**config.mk**
```make
export PLATFORM = sky130hd
export DESIGN_NAME = codec_reg_sequencer_flat
export DESIGN_NICKNAME = d
export VERILOG_FILES = /design/src/rtl/codec_reg_sequencer_if.sv /design/src/rtl/codec_reg_sequencer.sv /design/src/flat_wrapper.sv
export SDC_FILE = /design/constraint.sdc
export NUM_CORES = 1
export LEC_CHECK = 0
export ABC_AREA = 1
export CAP_MARGIN = 10
export CORE_UTILIZATION = 25
export CTS_CLUSTER_SIZE = 8
export DETAILED_ROUTE_END_ITERATION = 8
export PLACE_DENSITY_LB_ADDON = 0.3
export SLEW_MARGIN = 25
export SYNTH_ARGS = -nofsm -noshare
export SYNTH_HDL_FRONTEND = slang
export SYNTH_SLANG_ARGS = --single-unit
```
**constraint.sdc**
```tcl
create_clock -name clock -period 3.2 [get_ports clock]
set_clock_uncertainty 0.15 [all_clocks]
set_input_delay 0.64 -clock clock [delete_from_list [all_inputs] [get_ports clock]]
set_output_delay 0.64 -clock clock [all_outputs]
set_load 0.005 [all_outputs]
```
**src/rtl/codec_reg_sequencer_if.sv**
```systemverilog
// Request/status and I2C byte-engine signals of the WM8731 register sequencer.
// master = sequencer side, slave = user control plus I2C engine side.
interface codec_reg_sequencer_if;
  logic        vol_req;
  logic [6:0]  vol_value;
  logic        mute_req;
  logic        mute_value;
  logic        i2c_start;
  logic [23:0] i2c_data;
  logic        i2c_done;
  logic        i2c_ack;
  logic        init_done;
  logic        busy;
  logic        error;

  modport master (
    input  vol_req, vol_value, mute_req, mute_value, i2c_done, i2c_ack,
    output i2c_start, i2c_data, init_done, busy, error
  );
  modport slave (
    output vol_req, vol_value, mute_req, mute_value, i2c_done, i2c_ack,
    input  i2c_start, i2c_data, init_done, busy, error
  );
endinterface

```
**src/rtl/codec_reg_sequencer.sv**
```systemverilog
// Plays the WM8731 init table over a shared I2C engine, then serves runtime
// volume/mute writes with retry on NACK/timeout and a sticky error flag.
module codec_reg_sequencer #(
  parameter int         RETRIES        = 3,
  parameter int         GAP_CYCLES     = 500,
  parameter int         TIMEOUT_CYCLES = 50000,
  parameter logic [6:0] DEFAULT_VOL    = 7'h79
) (
  input  logic                  clock,
  input  logic                  reset,
  codec_reg_sequencer_if.master bus
);
  localparam int CMAX = (TIMEOUT_CYCLES > GAP_CYCLES) ? TIMEOUT_CYCLES : GAP_CYCLES;
  localparam int CW   = $clog2(CMAX + 1);
  localparam int AW   = $clog2(RETRIES + 1);
  localparam logic [7:0] DEV = 8'h34;

  typedef enum logic [2:0] {BOOT, ISSUE, WAIT, GAP, IDLE, HALT} state_t;

  state_t        state, state_d;
  logic [CW-1:0] cnt, cnt_d;
  logic [AW-1:0] attempt, attempt_d;
  logic [3:0]    idx, idx_d;
  logic          vol_pend, vol_pend_d, mute_pend, mute_pend_d;
  logic [6:0]    vol_val, vol_val_d;
  logic          mute_val, mute_val_d;
  logic          start_q, start_d, init_q, init_d, busy_q, busy_d, err_q, err_d;
  logic [23:0]   data_q, data_d;
  logic          fail;
  logic [AW-1:0] attempt_nx;

  function automatic logic [15:0] init_word(input logic [3:0] i);
    case (i)
      4'd0:    init_word = {7'd15, 9'h000};
      4'd1:    init_word = {7'd6,  9'h000};
      4'd2:    init_word = {7'd0,  9'h017};
      4'd3:    init_word = {7'd1,  9'h017};
      4'd4:    init_word = {7'd2,  2'b10, DEFAULT_VOL};
      4'd5:    init_word = {7'd4,  9'h012};
      4'd6:    init_word = {7'd5,  9'h000};
      4'd7:    init_word = {7'd7,  9'h042};
      4'd8:    init_word = {7'd8,  9'h000};
      default: init_word = {7'd9,  9'h001};
    endcase
  endfunction

  always_comb begin
    state_d     = state;
    cnt_d       = cnt;
    attempt_d   = attempt;
    idx_d       = idx;
    vol_pend_d  = vol_pend;
    vol_val_d   = vol_val;
    mute_pend_d = mute_pend;
    mute_val_d  = mute_val;
    start_d     = 1'b0;
    data_d      = data_q;
    init_d      = init_q;
    err_d       = err_q;
    fail        = 1'b0;
    attempt_nx  = AW'(attempt + 1'b1);
    case (state)
      BOOT: state_d = ISSUE;
      ISSUE: begin
        start_d = 1'b1;
        cnt_d   = '0;
        state_d = WAIT;
        // a retry resends the word already held on i2c_data
        if (attempt == '0) begin
          if (!init_q) begin
            data_d = {DEV, init_word(idx)};
          end else if (mute_pend) begin
            data_d      = {DEV, 7'd5, 5'b0, mute_val, 3'b000};
            mute_pend_d = 1'b0;
          end else begin
            data_d     = {DEV, 7'd2, 2'b10, vol_val};
            vol_pend_d = 1'b0;
          end
        end
      end
      WAIT: begin
        if (bus.i2c_done) begin
          cnt_d   = '0;
          state_d = GAP;
          if (bus.i2c_ack) begin
            attempt_d = '0;
            if (!init_q) idx_d = 4'(idx + 1'b1);
          end else begin
            fail = 1'b1;
          end
        end else if (cnt == CW'(TIMEOUT_CYCLES - 1)) begin
          fail = 1'b1;
        end else begin
          cnt_d = CW'(cnt + 1'b1);
        end
        if (fail) begin
          cnt_d = '0;
          if (int'(attempt_nx) < RETRIES) begin
            attempt_d = attempt_nx;
            state_d   = GAP;
          end else if (!init_q) begin
            err_d   = 1'b1;
            state_d = HALT;
          end else begin
            err_d     = 1'b1;
            attempt_d = '0;
            state_d   = GAP;
          end
        end
      end
      GAP: begin
        // the ISSUE cycle is the last idle clock, so GAP itself runs GAP_CYCLES-1
        if (cnt == CW'(GAP_CYCLES - 2)) begin
          cnt_d = '0;
          if (!init_q) begin
            if (idx == 4'd10) begin
              init_d  = 1'b1;
              state_d = IDLE;
            end else begin
              state_d = ISSUE;
            end
          end else begin
            state_d = (attempt != '0 || mute_pend || vol_pend) ? ISSUE : IDLE;
          end
        end else begin
          cnt_d = CW'(cnt + 1'b1);
        end
      end
      IDLE: if (mute_pend || vol_pend) state_d = ISSUE;
      default: state_d = HALT;
    endcase
    // a strobe in the ISSUE cycle re-arms the flag just cleared above
    if (state != HALT) begin
      if (bus.vol_req) begin
        vol_pend_d = 1'b1;
        vol_val_d  = bus.vol_value;
      end
      if (bus.mute_req) begin
        mute_pend_d = 1'b1;
        mute_val_d  = bus.mute_value;
      end
    end
    busy_d = !(state_d == IDLE && !mute_pend_d && !vol_pend_d);
  end

  always_ff @(posedge clock or posedge reset) begin
    if (reset) begin
      state     <= BOOT;
      cnt       <= '0;
      attempt   <= '0;
      idx       <= '0;
      vol_pend  <= 1'b0;
      vol_val   <= '0;
      mute_pend <= 1'b0;
      mute_val  <= 1'b0;
      start_q   <= 1'b0;
      data_q    <= '0;
      init_q    <= 1'b0;
      busy_q    <= 1'b1;
      err_q     <= 1'b0;
    end else begin
      state     <= state_d;
      cnt       <= cnt_d;
      attempt   <= attempt_d;
      idx       <= idx_d;
      vol_pend  <= vol_pend_d;
      vol_val   <= vol_val_d;
      mute_pend <= mute_pend_d;
      mute_val  <= mute_val_d;
      start_q   <= start_d;
      data_q    <= data_d;
      init_q    <= init_d;
      busy_q    <= busy_d;
      err_q     <= err_d;
    end
  end

  assign bus.i2c_start = start_q;
  assign bus.i2c_data  = data_q;
  assign bus.init_done = init_q;
  assign bus.busy      = busy_q;
  assign bus.error     = err_q;
endmodule

```
**src/flat_wrapper.sv**
```systemverilog
// flat-port wrapper written by rule: the top's interface ports become plain ports
module codec_reg_sequencer_flat 
#(
  parameter int         RETRIES        = 3,
  parameter int         GAP_CYCLES     = 500,
  parameter int         TIMEOUT_CYCLES = 50000,
  parameter logic [6:0] DEFAULT_VOL    = 7'h79
)
  (clock, reset, bus_vol_req, bus_vol_value, bus_mute_req, bus_mute_value, bus_i2c_done, bus_i2c_ack, bus_i2c_start, bus_i2c_data, bus_init_done, bus_busy, bus_error);
  codec_reg_sequencer_if bus_i ();
  input  logic clock;
  input  logic reset;
  input wire logic [$bits(bus_i.vol_req)-1:0] bus_vol_req;
  input wire logic [$bits(bus_i.vol_value)-1:0] bus_vol_value;
  input wire logic [$bits(bus_i.mute_req)-1:0] bus_mute_req;
  input wire logic [$bits(bus_i.mute_value)-1:0] bus_mute_value;
  input wire logic [$bits(bus_i.i2c_done)-1:0] bus_i2c_done;
  input wire logic [$bits(bus_i.i2c_ack)-1:0] bus_i2c_ack;
  output wire logic [$bits(bus_i.i2c_start)-1:0] bus_i2c_start;
  output wire logic [$bits(bus_i.i2c_data)-1:0] bus_i2c_data;
  output wire logic [$bits(bus_i.init_done)-1:0] bus_init_done;
  output wire logic [$bits(bus_i.busy)-1:0] bus_busy;
  output wire logic [$bits(bus_i.error)-1:0] bus_error;
  assign bus_i.vol_req = bus_vol_req;
  assign bus_i.vol_value = bus_vol_value;
  assign bus_i.mute_req = bus_mute_req;
  assign bus_i.mute_value = bus_mute_value;
  assign bus_i.i2c_done = bus_i2c_done;
  assign bus_i.i2c_ack = bus_i2c_ack;
  assign bus_i2c_start = bus_i.i2c_start;
  assign bus_i2c_data = bus_i.i2c_data;
  assign bus_init_done = bus_i.init_done;
  assign bus_busy = bus_i.busy;
  assign bus_error = bus_i.error;
  codec_reg_sequencer #(.RETRIES(RETRIES), .GAP_CYCLES(GAP_CYCLES), .TIMEOUT_CYCLES(TIMEOUT_CYCLES), .DEFAULT_VOL(DEFAULT_VOL)) u_core (.clock(clock), .reset(reset), .bus(bus_i));
endmodule
```
==> run_results.csv, run 1 <==
group,metric,value,unit
floorplan,core-area,0.0116,sq mm
setup_path,cp-start-kind,"flop",
drt,routed_wl,6960,microns
drt,final_antenna_net_count,0,
clock_network,cts_tree,"done",
clock_network,clock_sinks,52,
setup_path,worstSetupPathType,"reg -> out",
sta,drv_slew,0,
pwr,powerDensity,353,mW/mm^2
drt,drc,6,
setup_path,arrival,1.42,ns
clock_network,htreeDepth,2,
clock_network,cts-root-buf,"clkbuf_16",
setup_path,required,2.41,ns
place,io_buffers,32,
floorplan,die_area,0.0126,sq mm
pwr,ir_drop,0.226,mV
run_status,outcome,"finished, violations left",
clock_network,clock_path_buffers,2,
drt,vias,2513,
final_layout,final_cell_mix,"nand2_1, dfrtp_1, inv_1, nor2_1, clkdlybuf4s50_1",
setup_path,critPathSlowestCell,"clkdlybuf4s50_1",
setup_path,worstSetupEndpointType,"primary output",
drt,drt_iter0_markers,120,
clock_network,cts_setup_buffers,0,
sta,fin_ws,0.993,ns
place,hpwl,5300,microns
sta,relSlewSlack,0.507,
yosys,netlist_area,0.00303,sq mm
hold_path,hold_class,"reg -> reg",
sta,setup_viol,0,
global_routing,first_global_vias,2514,
setup_path,max_stage_delay,0.57,ns
final_layout,area_delta_synth_final,19.1,%
floorplan,die_h,112,microns
setup_path,critPathTopFamily,"buffers and inverters",
yosys,synth_seq_cells,52,
sta,hold_slack,0.325,ns
yosys,ys_seq_area_frac,0.430,
yosys,syn_area_per_cell,7.57,sq um
global_routing,grt_pass1_wl,12000,microns
place,placed_area,0.00345,sq mm
place,dp_slack,1.13,ns
final_layout,fillers,1275,
clock_network,path_clk_slew,0.07,ns
clock_network,insertion_delay,0.29,ns
floorplan,rows,39,
final_layout,drive_gt1_frac,0.0783,
sta,finalSetupTns,0,ns
final_layout,stdcell_area,0.00360,sq mm
global_routing,antenna_found_initial,0,
global_routing,grt_use_total,0.117,
job,max_cap_viol_count,0,
sta,fmax,0.453,GHz
pwr,finalPower,1270,uW
clock_network,ctsHoldBuffers,0,
sta,period_share,0.690,
sta,tightest_slew,0.738,ns
yosys,synth_warnings,0,
place,place.gp.congestion,0.848,
global_routing,grt_max_degree,33,
global_routing,overflow,0,
floorplan,die-width,112,microns
yosys,synth_cell_types,32,
yosys,synthCells,400,
final_layout,final_common_cell,"nand2_1",
sta,rsz0062_at_grt,"false",
setup_path,cp.buffers_inverters,1,
setup_path,path_cells,"clkdlybuf4s50_1",
drt,dr.pass1.iters,6,
setup_path,crit_fanout,10,
sta,finalHoldViolations,0,
final_layout,nets,457,
clock_network,cts_buffers,5,
floorplan,initial_utilization,0.261,
final_layout,antenna_cells,0,
run_status,violations,"design-rule violations",
drt,wl_per_cell,12.1,microns
sta,final.min_clock_period,2.21,ns
drt,vias_per_cell,4.36,
pwr,leakage,0.00186,uW
clock_network,cts-resized-gates,0,
floorplan,io-pin-count,42,
[synth_stat cells]
library cell	count	share of area
nand2_1	121	0.15
dfrtp_1	51	0.42
inv_1	51	0.063
nor2_1	39	0.048
nand3_1	26	0.043
o21ai_0	19	0.031
buf_4	12	0.030
ha_1	10	0.041
xor2_1	10	0.029
a21oi_1	9	0.015
nand4_1	8	0.017
nand2_2	6	0.012
nand3_2	6	0.020
o211ai_1	5	0.012
buf_2	3	0.0050
clkinv_1	3	0.0037
nor2_4	3	0.011
a31oi_1	2	0.0041
inv_2	2	0.0025
nor2_2	2	0.0041
buf_6	1	0.0037
conb_1	1	0.0012
dfstp_2	1	0.0087
nand2_4	1	0.0037
nand3b_1	1	0.0025
nor3_1	1	0.0017
o21ai_1	1	0.0017
o21ai_2	1	0.0029
o22ai_1	1	0.0021
o2bb2ai_1	1	0.0029
o31ai_1	1	0.0025
or2_2	1	0.0021
[power breakdown]
group / leakage, uW / switching, uW / total (uW) / internal, uW
logic: 0.00120 / 28.1 / 47.7 / 19.6
registers: 0.000591 / 4.02 / 667 / 663
clock network: 0.0000708 / 260 / 557 / 296
[worst register-to-register path: stages (launching register included)]
cell and delay, ns:
dfrtp_1 0.38, inv_1 0.10, ha_1 0.17, inv_1 0.05, nor2_2 0.42, nand3_1 0.35, a21oi_1 0.26, nand3_1 0.10
[cells by family (layout without fill, tap and decap cells)]
logic type / Yosys count / after routing / share of synthesized area
and+or+nand+nor: 215 / 215 / 0.315
xor gates and xnor gates: 10 / 10 / 0.0289
buffers and inverters: 72 / 98 / 0.108
adders and majority gates: 10 / 10 / 0.0413
other: 1 / 9 / 0.00124
DFF: 52 / 52 / 0.430
AOI/OAI and AO/OA: 40 / 40 / 0.0748
[state kept, by name (all words and copies together) (netlist names), named ones only]
register / flops
u_core.bus.error: 1
u_core.bus.i2c_start: 1
u_core.vol_pend: 1
u_core.bus.i2c_data: 13
u_core.cnt: 16
u_core.mute_pend: 1
u_core.state: 3
u_core.attempt: 1
u_core.bus.busy: 1
u_core.idx: 4
u_core.bus.init_done: 1
u_core.vol_val: 7
u_core.mute_val: 1
[final timing paths]
kind / startpoint / cells past startpoint / endpoint / slack, ns
worst max-delay path: u_core.bus.init_done$_DFFE_PP0P_ / 1 / bus_init_done / 0.99
worst min-delay path: u_core.bus.error$_DFFE_PP0P_ / 2 / u_core.bus.error$_DFFE_PP0P_ / 0.33
worst max register to register: flop / 7 / u_core.bus.busy$_DFF_PP1_ / 1.15
worst min register to register: u_core.bus.error$_DFFE_PP0P_ / 2 / u_core.bus.error$_DFFE_PP0P_ / 0.33
max in group asynchronous: reset / 3 / u_core.cnt[7]$_DFFE_PP0P_ / 1.61
min in group asynchronous: reset / 2 / u_core.mute_val$_DFFE_PP0P_ / 0.64
[stage by stage]
| step | utilization | instances |
|---|---|---|
| global placement | 0.297 | 569 |
| detailed placement | 0.297 | 569 |
| floorplan | - | 408 |
| global route | 0.310 | 577 |
| CTS | 0.310 | 577 |
| finish | 0.310 | 577 |
[metal layers]
layer	global-route usage	routed length, microns
met5	0	0
met4	0.0284	72
met3	0.0221	268
met2	0.201	3270
met1	0.153	3350
[final cells by class]
class	instances	area, sq um	area share
repair buffers	34	335	0.0930
flip-flops and latches	52	1300	0.361
well taps	143	179	0.0496
clock inverters	3	25.0	0.00694
multi-input cells	284	1430	0.396
inverters	56	210	0.0583
clock buffers	5	125	0.0347
(Power assumes the default switching activity.)
==> run 2, diff against run 1 <==
clock period = 1.95 ns   (was 3.2 ns; I/O delays follow)
==> run 2 against run 1 <==
The run still ends with design-rule violations left. Critical path type unchanged. Sequential power rose by 63%. Hold slack got worse by 0.039 ns. Die area unchanged.
==> run_results.csv, run 2 (synthesized netlist as in run 1, its figures left out) <==
group,metric,value,unit
run_status,outcome,"finished, violations left",
place,hpwl,5220,microns
place,place.gp.congestion,0.766,
pwr,leakage,0.00190,uW
global_routing,grt_use_total,0.120,
run_status,violations,"design-rule violations",
clock_network,clock_path_buffers,2,
setup_path,cp.buffers_inverters,1,
drt,drt_iter0_markers,81,
global_routing,antenna_found_initial,0,
clock_network,htreeDepth,2,
clock_network,ctsHoldBuffers,0,
drt,dr.pass1.iters,6,
setup_path,crit_fanout,1,
sta,hold_slack,0.286,ns
final_layout,nets,464,
clock_network,insertion_delay,0.29,ns
drt,vias_per_cell,4.32,
final_layout,drive_gt1_frac,0.0952,
clock_network,path_clk_slew,0.07,ns
clock_network,cts_setup_buffers,0,
sta,setup_viol,0,
clock_network,cts_buffers,5,
pwr,ir_drop,0.305,mV
floorplan,io-pin-count,42,
pwr,powerDensity,561,mW/mm^2
global_routing,first_global_vias,2565,
sta,rsz0062_at_grt,"false",
global_routing,grt_pass1_wl,12300,microns
drt,final_antenna_net_count,0,
floorplan,die_h,112,microns
final_layout,antenna_cells,0,
floorplan,initial_utilization,0.261,
final_layout,area_delta_synth_final,21.7,%
job,max_cap_viol_count,0,
sta,fmax,0.539,GHz
final_layout,final_cell_mix,"nand2_1, dfrtp_1, inv_1, nor2_1, clkdlybuf4s50_1",
floorplan,rows,39,
sta,drv_slew,0,
sta,period_share,0.952,
final_layout,regMostFlops,"u_core.cnt",
sta,final.min_clock_period,1.86,ns
global_routing,overflow,0,
drt,vias,2523,
setup_path,max_stage_delay,0.52,ns
setup_path,critPathTopFamily,"flip-flops",
setup_path,path_cells,"clkdlybuf4s50_1",
final_layout,final_common_cell,"nand2_1",
final_layout,fillers,1250,
drt,wl_per_cell,11.7,microns
drt,drc,6,
hold_path,hold_class,"in -> async",
setup_path,critPathSlowestCell,"dfstp_2",
floorplan,die_area,0.0126,sq mm
setup_path,worstSetupPathType,"reg -> out",
setup_path,worstSetupEndpointType,"primary output",
floorplan,die-width,112,microns
sta,finalSetupTns,0,ns
final_layout,largest_reg_flops,16,
clock_network,cts-root-buf,"clkbuf_16",
global_routing,grt_max_degree,33,
sta,finalHoldViolations,0,
setup_path,required,1.41,ns
floorplan,core-area,0.0116,sq mm
place,io_buffers,32,
setup_path,cp-start-kind,"flop",
clock_network,cts_tree,"done",
setup_path,arrival,1.32,ns
drt,routed_wl,6810,microns
clock_network,clock_sinks,52,
[run 2: cell count changes in the layout (fill, tap and decap cells not counted)]
cell,before,now
buf_4,2,7
buf_12,0,2
inv_6,2,0
clkbuf_1,0,1
clkinv_4,0,1
nand2_1,121,120
nand2_2,6,7
nor2_1,39,38
nor2_2,2,3
[run 2: cell type report]
class                      count  area (sq um)  share of cell area
multi-input combinational    284          1430               0.389
sequential                    52          1300               0.354
timing repair buffer          41           413               0.112
inverter                      56           210              0.0571
tap                          143           179              0.0486
clock buffer                   6           129              0.0350
clock inverter                 2          16.3             0.00442
[run 2: per-layer routing]
layer / GRT usage / share of wire
met4: 0.0240 / 0.0081
met3: 0.0248 / 0.037
met5: 0 / 0
met1: 0.164 / 0.50
met2: 0.199 / 0.46
[run 2: metrics by stage]
step	cells	instance area (sq um)	total power, uW	setup WS (ns)	util
floorplan	408	3060	1160	0.154	-
global placement	576	3530	1200	0.146	0.304
detailed placement	576	3530	1200	0.127	0.304
CTS	584	3680	2100	0.0674	0.317
global route	584	3680	2150	0.0203	0.317
finish	584	3680	2070	0.0931	0.317
[run 2: timing repair]
action | 4_1_cts | 5_1_grt
gates resized for setup | 0 | 2
hold endpoints to repair | 0 | 0
endpoints found under the setup margin | 0 | 6
[run 2: path summary, 6_finish.rpt]
kind                       cells after the start                            to                         start  slack, ns
max                                            1                      bus_busy     u_core.bus.busy$_DFF_PP1_       0.09
min                                            3    u_core.cnt[10]$_DFFE_PP0P_                         reset       0.29
max reg2reg                                    8    u_core.cnt[10]$_DFFE_PP0P_     u_core.cnt[1]$_DFFE_PP0P_       0.19
min reg2reg                                    2  u_core.bus.error$_DFFE_PP0P_  u_core.bus.error$_DFFE_PP0P_       0.32
max in group asynchronous                      3     u_core.bus.busy$_DFF_PP1_                         reset       1.10
min in group clock                             2  u_core.bus.error$_DFFE_PP0P_  u_core.bus.error$_DFFE_PP0P_       0.32
[run 2: worst reg2reg max path, delay by kind of cell (launching register included)]
family	cells	cell delay, ns
flops	1	0.40
xor+xnor	1	0.17
fa+ha+maj	1	0.18
compound gates	1	0.07
simple gates	5	0.70
[run 2: power breakdown]
| group | leakage (uW) | internal, uW | switching [uW] |
|---|---|---|---|
| logic | 0.00124 | 38.0 | 45.4 |
| registers | 0.000591 | 1090 | 5.84 |
| clock network | 0.0000671 | 479 | 407 |
